==> src/rtl/prog_loader.sv <==
// Program loader and run sequencer: streams a memory image into CPU RAM from
// address 0 with the CPU held in reset, then releases it for a fixed run and captures r1.
module prog_loader #(
  parameter int DATA_W     = 16,
  parameter int ADDR_W     = 10,
  parameter int RST_CYCLES = 2,
  parameter int RUN_W      = 16
) (
  input  logic              clk,
  input  logic              reset,
  input  logic              start,
  input  logic              abort,
  input  logic [ADDR_W:0]   load_len,
  input  logic [RUN_W-1:0]  run_cycles,
  input  logic              s_valid,
  input  logic [DATA_W-1:0] s_data,
  output logic              s_ready,
  output logic              mem_we,
  output logic [ADDR_W-1:0] mem_addr,
  output logic [DATA_W-1:0] mem_wdata,
  output logic              cpu_reset,
  input  logic [DATA_W-1:0] result_in,
  output logic [DATA_W-1:0] result,
  output logic              done,
  output logic              busy,
  output logic              err_overflow
);

  localparam int CNT_W = ADDR_W + 1;
  localparam logic [CNT_W-1:0] DEPTH = {1'b1, {ADDR_W{1'b0}}};
  localparam int RC_W = (RST_CYCLES > 1) ? $clog2(RST_CYCLES) : 1;
  localparam logic [RC_W-1:0] RST_LAST = RC_W'(RST_CYCLES - 1);

  typedef enum logic [2:0] {
    S_IDLE,
    S_LOAD,
    S_RST,
    S_RUN,
    S_DONE
  } state_e;

  state_e              state_q, state_d;
  logic                s_ready_q, s_ready_d;
  logic                mem_we_q, mem_we_d;
  logic [ADDR_W-1:0]   mem_addr_q, mem_addr_d;
  logic [DATA_W-1:0]   mem_wdata_q, mem_wdata_d;
  logic                cpu_reset_q, cpu_reset_d;
  logic [DATA_W-1:0]   result_q, result_d;
  logic                done_q, done_d;
  logic                busy_q, busy_d;
  logic                err_q, err_d;
  logic [CNT_W-1:0]    len_q, len_d;
  logic [RUN_W-1:0]    run_len_q, run_len_d;
  logic [CNT_W-1:0]    wcnt_q, wcnt_d;
  logic [RC_W-1:0]     rcnt_q, rcnt_d;
  logic [RUN_W-1:0]    run_cnt_q, run_cnt_d;
  logic                xfer;
  logic                ovf;

  always_comb begin
    // NOTE: every signal gets a default before any branch; a path that leaves
    // one unassigned would infer a latch instead of holding the flop value.
    state_d     = state_q;
    s_ready_d   = s_ready_q;
    mem_we_d    = 1'b0;
    mem_addr_d  = mem_addr_q;
    mem_wdata_d = mem_wdata_q;
    cpu_reset_d = cpu_reset_q;
    result_d    = result_q;
    done_d      = done_q;
    busy_d      = busy_q;
    err_d       = err_q;
    len_d       = len_q;
    run_len_d   = run_len_q;
    wcnt_d      = wcnt_q;
    rcnt_d      = rcnt_q;
    run_cnt_d   = run_cnt_q;
    xfer        = s_valid & s_ready_q;
    ovf         = load_len > DEPTH;

    if (abort) begin
      // Abort drops any word offered this cycle; result and RAM are left alone.
      state_d     = S_IDLE;
      cpu_reset_d = 1'b1;
      s_ready_d   = 1'b0;
      busy_d      = 1'b0;
      done_d      = 1'b0;
    end else begin
      unique case (state_q)
        S_IDLE, S_DONE: begin
          if (start) begin
            run_len_d   = run_cycles;
            err_d       = ovf;
            len_d       = ovf ? DEPTH : load_len;
            done_d      = 1'b0;
            busy_d      = 1'b1;
            wcnt_d      = '0;
            rcnt_d      = '0;
            cpu_reset_d = 1'b1;
            if (load_len == '0) begin
              state_d = S_RST;
            end else begin
              state_d   = S_LOAD;
              s_ready_d = 1'b1;
            end
          end
        end

        S_LOAD: begin
          if (xfer) begin
            mem_we_d    = 1'b1;
            mem_addr_d  = wcnt_q[ADDR_W-1:0];
            mem_wdata_d = s_data;
            wcnt_d      = wcnt_q + 1'b1;
            if (wcnt_q == len_q - 1'b1) begin
              s_ready_d = 1'b0;
              state_d   = S_RST;
            end
          end
        end

        S_RST: begin
          // The final write pulse occupies the first RST cycle and is not counted.
          if (!mem_we_q) begin
            if (rcnt_q == RST_LAST) begin
              cpu_reset_d = 1'b0;
              run_cnt_d   = '0;
              state_d     = S_RUN;
            end else begin
              rcnt_d = rcnt_q + 1'b1;
            end
          end
        end

        S_RUN: begin
          if (run_cnt_q == run_len_q) begin
            result_d = result_in;
            done_d   = 1'b1;
            busy_d   = 1'b0;
            state_d  = S_DONE;
          end else begin
            run_cnt_d = run_cnt_q + 1'b1;
          end
        end

        default: state_d = S_IDLE;
      endcase
    end
  end

  // NOTE: state registers use non-blocking assignments so every flop samples
  // the pre-edge values, independent of statement order.
  always_ff @(posedge clk or negedge reset) begin
    if (!reset) begin
      state_q     <= S_IDLE;
      s_ready_q   <= 1'b0;
      mem_we_q    <= 1'b0;
      mem_addr_q  <= '0;
      mem_wdata_q <= '0;
      cpu_reset_q <= 1'b1;
      result_q    <= '0;
      done_q      <= 1'b0;
      busy_q      <= 1'b0;
      err_q       <= 1'b0;
      len_q       <= '0;
      run_len_q   <= '0;
      wcnt_q      <= '0;
      rcnt_q      <= '0;
      run_cnt_q   <= '0;
    end else begin
      state_q     <= state_d;
      s_ready_q   <= s_ready_d;
      mem_we_q    <= mem_we_d;
      mem_addr_q  <= mem_addr_d;
      mem_wdata_q <= mem_wdata_d;
      cpu_reset_q <= cpu_reset_d;
      result_q    <= result_d;
      done_q      <= done_d;
      busy_q      <= busy_d;
      err_q       <= err_d;
      len_q       <= len_d;
      run_len_q   <= run_len_d;
      wcnt_q      <= wcnt_d;
      rcnt_q      <= rcnt_d;
      run_cnt_q   <= run_cnt_d;
    end
  end

  assign s_ready      = s_ready_q;
  assign mem_we       = mem_we_q;
  assign mem_addr     = mem_addr_q;
  assign mem_wdata    = mem_wdata_q;
  assign cpu_reset    = cpu_reset_q;
  assign result       = result_q;
  assign done         = done_q;
  assign busy         = busy_q;
  assign err_overflow = err_q;

endmodule

==> config.mk <==
export PLATFORM = sky130hd
export DESIGN_NAME = prog_loader
export DESIGN_NICKNAME = d
export VERILOG_FILES = /design/src/rtl/prog_loader.sv
export SDC_FILE = /design/constraint.sdc
export NUM_CORES = 1
export LEC_CHECK = 0
export ABC_CLOCK_PERIOD_IN_PS = 6550
export CORE_MARGIN = 2
export CORE_UTILIZATION = 49
export CTS_CLUSTER_SIZE = 12
export DETAILED_ROUTE_END_ITERATION = 16
export PLACE_DENSITY = 0.78
export SLEW_MARGIN = 20
export SYNTH_ARGS = -nofsm -noshare
export SYNTH_HDL_FRONTEND = slang
export SYNTH_SLANG_ARGS = --single-unit
export TNS_END_PERCENT = 5
==> constraint.sdc <==
create_clock -name clk -period 6.55 [get_ports clk]
set_clock_uncertainty 0.1 [all_clocks]
set_input_delay 1.31 -clock clk [delete_from_list [all_inputs] [get_ports clk]]
set_output_delay 1.31 -clock clk [all_outputs]
set_load 0.01 [all_outputs]
==> results.cfg, run 1 <==
[outcome]
status = completed

[yosys]
syn_nets = 562
netlist-cell-type-count = 56
synth_most_common_cell = dfrtp_1
ys_async_sr_fraction_pct = 100.0
synth_ff_type = dfrtp_1
yosys.area.top_type = dfrtp_1
synth.area.top_cells = dfrtp_1 (51%), mux2_2 (7.2%), nand2_1 (6.9%), xor2_1 (4.1%), a21oi_1 (2.6%)
synthDominantCellAreaShare_pct = 51.03
ys_seq_area_share_pct = 51.54
synth_common_cells = dfrtp_1 (105), nand2_1 (95), mux2_2 (33)
ys_warn_count = 0
syn_area_um2 = 5149
ys_seq_elements = 106
synth_edf_count = 0
syn_avg_cell_area_um2 = 10.40
synth_cells = 495

[place]
portBuffers = 111
dp.cells = 722
place_hpwl_um = 8332
gp_congestion = 0.8465

[setup_path]
cp_top_family = buffers and inverters
worstPathArrival_ps = 3660
slowest_stage = nor4b_1
worstSetupPathType = input pin to flop
critPathMaxStageDelay_ps = 690
cp_num_buf_inv = 2
path_cells = clkdlybuf4s50_1 -> nor4b_1 -> and3_1 -> buf_4 -> mux2_2
worst_setup_path_start_kind = input pin
worstSetupEndpointType = flop
cp_max_fo = 29
cp.required_ps = 6720

[sta]
fmax_mhz = 286.0
slew_viol_final = 0
hold_violations = 0
setup_violations = 0
slew_headroom_pct = 35.74
fin_crit_sh_pct = 53.38
finalCriticalPeriod_ps = 3496
rsz0062_at_grt = false
fin_hold_ws_ps = 383.4
worstMarginPinSlew_ps = 961.5
fin_setup_tns_ps = 0

[cts]
cts.repair.resized = 0
cts_tree = yes
clockRootBuffer = clkbuf_8
clk_pin_slew_ps = 100
cts_sinks = 106
cts_made_buffers = 9
clk_latency_ps = 380
htree_num_levels = 3
cts_hold_buf = 0
post-cts-setup-buffer-count = 0
clk_path_buf_depth = 2

[drt]
ant_nets = 0
drc = 0
drt-total-wl_um = 11480
drtIter0Drc = 223
vias_per_cell = 5.454
num_vias = 4025
dr.pass1.iters = 4
wire_per_inst_um = 15.55

[finish]
instances_no_fill = 738
num-fill-cells = 875
nets = 664
syn_to_final_growth_pct = 26.97
antennaDiodeCount = 0
drive_gt1_share_pct = 12.46
multiInputGateArea_um2 = 2344
seq_area_um2 = 2654

[grt]
grt_pass1_vias = 4160
antenna_found_initial = 0
grtUsageTotal_pct = 21.69
grt_start_max_net_pins = 60
grt_overflow = 0
grt_pass1_wl_um = 19710

[pwr]
power.leakage_nw = 3.000
worst_ir_drop_vdd_v = 0.0001771
power_density_nw_per_um2 = 328.1

[floorplanning]
core_um2 = 10280
die_h_um = 106.5
rows = 37
die-area_um2 = 11340
dieWidth_um = 106.5
start_util_pct = 50.10
io_pins = 112

[hold_path]
hold_class = flop to flop

[run]
timing.max_cap.violations = 0
-- worst reg2reg max path: cells and delay by family (launching register included) --
kind / cells / cell delay, ps
xor gates and xnor gates: 1 / 180
AOI/OAI and AO/OA: 3 / 1210
and+or+nand+nor: 2 / 780
DFF: 1 / 440
-- report_power, final --
| part | switching [W] | leakage [nW] | internal (W) |
|---|---|---|---|
| Sequential | 0.000185 | 1.40 | 0.000824 |
| Clock | 0.000218 | 0.0986 | 0.000197 |
| Combinational | 0.000353 | 1.50 | 0.000368 |
| Total | 0.000755 | 3.00 | 0.00139 |
-- cell type report --
cell class                 instances  share of cell area [%]
inverter                           9                  0.5167
sequential                       106                   40.59
timing repair buffer             114                   17.30
multi-input combinational        357                   35.85
tap                              136                   2.603
clock inverter                     4                  0.7656
clock buffer                      12                   2.373
-- path summary, 6_finish.rpt --
check	start	endpoint	slack, ps	cells past startpoint
max	abort	mem_addr[8]	3050	5
min	err_overflow	err_overflow	380	1
max reg2reg	run_cnt_q[12]	run_cnt_q[7]	3770	6
min reg2reg	err_overflow	err_overflow	380	1
max in group asynchronous	reset	mem_addr[7]	4370	2
min in group asynchronous	reset	run_len_q[5]	830	1
-- metal layers --
metal / part of all wire, % / global-route usage (%)
met1: 44 / 27.88
met5: 0 / 0
met2: 51 / 37.23
met3: 4.1 / 4.476
met4: 1.5 / 6.215
-- logic make-up after synthesis --
logic type,after synthesis,synth area share [%]
compound gates,74,8.603
flops,106,51.54
simple gates,200,19.66
fa+ha+maj,3,0.7291
buf+inv,32,3.037
xor+xnor,33,5.614
mux,47,10.81
-- through the flow --
stage	total power, W	setup slack, ps	util, %	area [um^2]
finish	0.002145	3054	63.61	6538
detailed placement	0.001744	2625	61.61	6332
global route	0.002302	2800	63.61	6538
CTS	0.002159	3034	63.61	6538
global placement	0.001706	2807	61.61	6332
floorplan	0.001465	3544	-	5149
-- cells in the final DEF, fill, tap and decap left out, drive strengths merged, types with 3 or more instances in the layout --
master / count
inv: 9
nand3b: 5
xor2: 24
nor2: 18
ha: 3
nand4: 5
or3: 13
mux2i: 5
nor3: 5
o21ai: 24
dfrtp: 105
clkdlybuf4s50: 110
nand3: 12
and4: 4
nor2b: 3
mux2: 42
nor4: 9
xnor2: 9
buf: 4
clkbuf: 12
nand2b: 12
and3: 9
o22ai: 3
a21oi: 27
o211ai: 5
nand2: 95
-- registers in the layout (all words and copies together), names as in the netlist, 3 cells and up --
register / count
result: 16
len_q: 11
state_q: 3
mem_addr: 10
run_cnt_q: 16
mem_wdata: 16
wcnt_q: 11
run_len_q: 16
Note: power is estimated with default switching activity, not from simulation.
==> run 2, diff against run 1 <==
ABC_CLOCK_PERIOD_IN_PS = 3400   (was 6550)
clock period = 3.4 ns   (was 6.55 ns; I/O delays follow)
==> results.cfg, run 2 (synthesis gave the netlist of run 1 again) <==
[pwr]
pwr-share-clk_pct = 20.3
worst_ir_drop_vdd_v = 0.0003999
switching_power_w = 0.001471
power.leakage_nw = 3.042
p_sw_share_pct = 35.00
internal_power_w = 0.002733
p_seq_share_pct = 46.4
power_density_nw_per_um2 = 636.5
combPwrFrac_pct = 33.2

[sta]
hold_violations = 0
worstMarginPinSlew_ps = 953.7
slew_headroom_pct = 36.12
fin_crit_sh_pct = 80.72
fin_setup_tns_ps = 0
finalCriticalPeriod_ps = 2745
slew_viol_final = 0
fmax_mhz = 364.4
fin_ws_ps = 655.4
setup_violations = 0
rsz0062_at_grt = false

[setup_path]
path_cells = xor2_1 -> nor4_1 -> nand4_2 -> a31oi_1 -> o21ai_0 -> a21oi_1
worst_setup_path_start_kind = flop
worstSetupPathType = flop to flop
cp_max_fo = 15
timing.rr.start = run_cnt_q[7]
cp_top_family = compound AO/OA/AOI/OAI gates
worstSetupEndpointType = flop
reg2reg_slack_ps = 660
cp_num_buf_inv = 0
r2r_end = run_cnt_q[11]
worstPathArrival_ps = 2950
cp.required_ps = 3600
slowest_stage = a31oi_1
reg2reg_depth = 6
critPathMaxStageDelay_ps = 800

[floorplanning]
dieWidth_um = 106.5
die-area_um2 = 11340
core_um2 = 10280
rows = 37
io_pins = 112
start_util_pct = 50.10
die_h_um = 106.5

[outcome]
status = completed

[finish]
drive_gt1_share_pct = 13.34
nets = 669
num-fill-cells = 836
most-common-layout-cells = clkdlybuf4s50_1 (110), dfrtp_1 (105), nand2_1 (95)
syn_to_final_growth_pct = 28.29
final_common_cell = clkdlybuf4s50_1
antennaDiodeCount = 0

[cts]
clk_latency_ps = 370
post-cts-setup-buffer-count = 0
clockRootBuffer = clkbuf_8
cts.repair.resized = 0
clk_path_buf_depth = 2
cts_tree = yes
cts_hold_buf = 0
htree_num_levels = 3
cts_sinks = 106
cts_made_buffers = 9
clk_pin_slew_ps = 100

[grt]
grt_pass1_wl_um = 19570
grt_pass1_vias = 4178
grtUsageTotal_pct = 21.38
antenna_found_initial = 0
grt_overflow = 0
grt_start_max_net_pins = 59

[hold_path]
hold_class = input pin to asynchronous set/reset pin

[drt]
num_vias = 4029
dr.pass1.iters = 4
drc = 0
drt-total-wl_um = 11500
wire_per_inst_um = 15.48
vias_per_cell = 5.423
drtIter0Drc = 176
ant_nets = 0

[place]
place_hpwl_um = 8344
preCtsSetupSlack_ps = 553.0
gp_congestion = 0.8381
portBuffers = 111

[run]
timing.max_cap.violations = 0
==> run 2: cell count changes in the layout (fill, tap and decap cells not counted), sizes merged <==
cell,before,now
buf,4,9
bufinv,1,2
clkbuf,12,9
inv,9,12
clkinvlp,2,1
==> run 2: per-layer routing <==
| metal | global-route usage (%) | up-vias | share of wire, % |
|---|---|---|---|
| met5 | 0 | - | 0 |
| met4 | 3.803 | 0 | 0.93 |
| met3 | 5.518 | 10 | 4.6 |
| li1 | - | 1933 | - |
| met2 | 37.00 | 95 | 51 |
| met1 | 27.48 | 1991 | 43 |
==> run 2: worst max path at each step <==
stage                 start       endpoint  slack [ps]  depth (start not counted)
2_1_floorplan         abort  mem_wdata[12]        1020                          5
3_3_place_gp          abort     wcnt_q[10]         670                          6
3_5_place_dp          abort   mem_wdata[0]         550                          5
6_report       run_cnt_q[7]  run_cnt_q[11]         660                          6
5_1_grt        run_cnt_q[7]   run_cnt_q[7]         370                          6
4_1_cts        run_cnt_q[7]  run_cnt_q[11]         700                          6
==> run 2: cell type report <==
class	instances	area, um^2	area share [%]
Clock buffer	9	123.9	1.875
Multi-Input combinational cell	357	2344	35.48
Clock inverter	7	98.84	1.496
Sequential cell	106	2654	40.18
Inverter	9	33.78	0.5115
Tap cell	136	170.2	2.576
Timing Repair Buffer	119	1181	17.88
==> run 2: power groups by stage <==
stage	logic, W	clock network (W)	registers, W
2_1_floorplan	0.000936	0	0.00189
3_3_place_gp	0.00135	0	0.00195
3_5_place_dp	0.00140	0	0.00197
4_1_cts	0.00141	0.000880	0.00195
5_1_grt	0.00158	0.000934	0.00200
6_report	0.00140	0.000855	0.00195
==> run 2: metrics by stage <==
stage,area [um^2],util (%),std cells,total power (W),hold WS [ps]
after global placement,6382,62.10,727,0.003307,368.1
final,6605,64.27,743,0.004204,225.5
after detailed placement,6382,62.10,727,0.003371,374.8
after CTS,6605,64.27,743,0.004236,233.7
after floorplan,5149,-,495,0.002822,284.4
after global routing,6605,64.27,743,0.004513,254.9
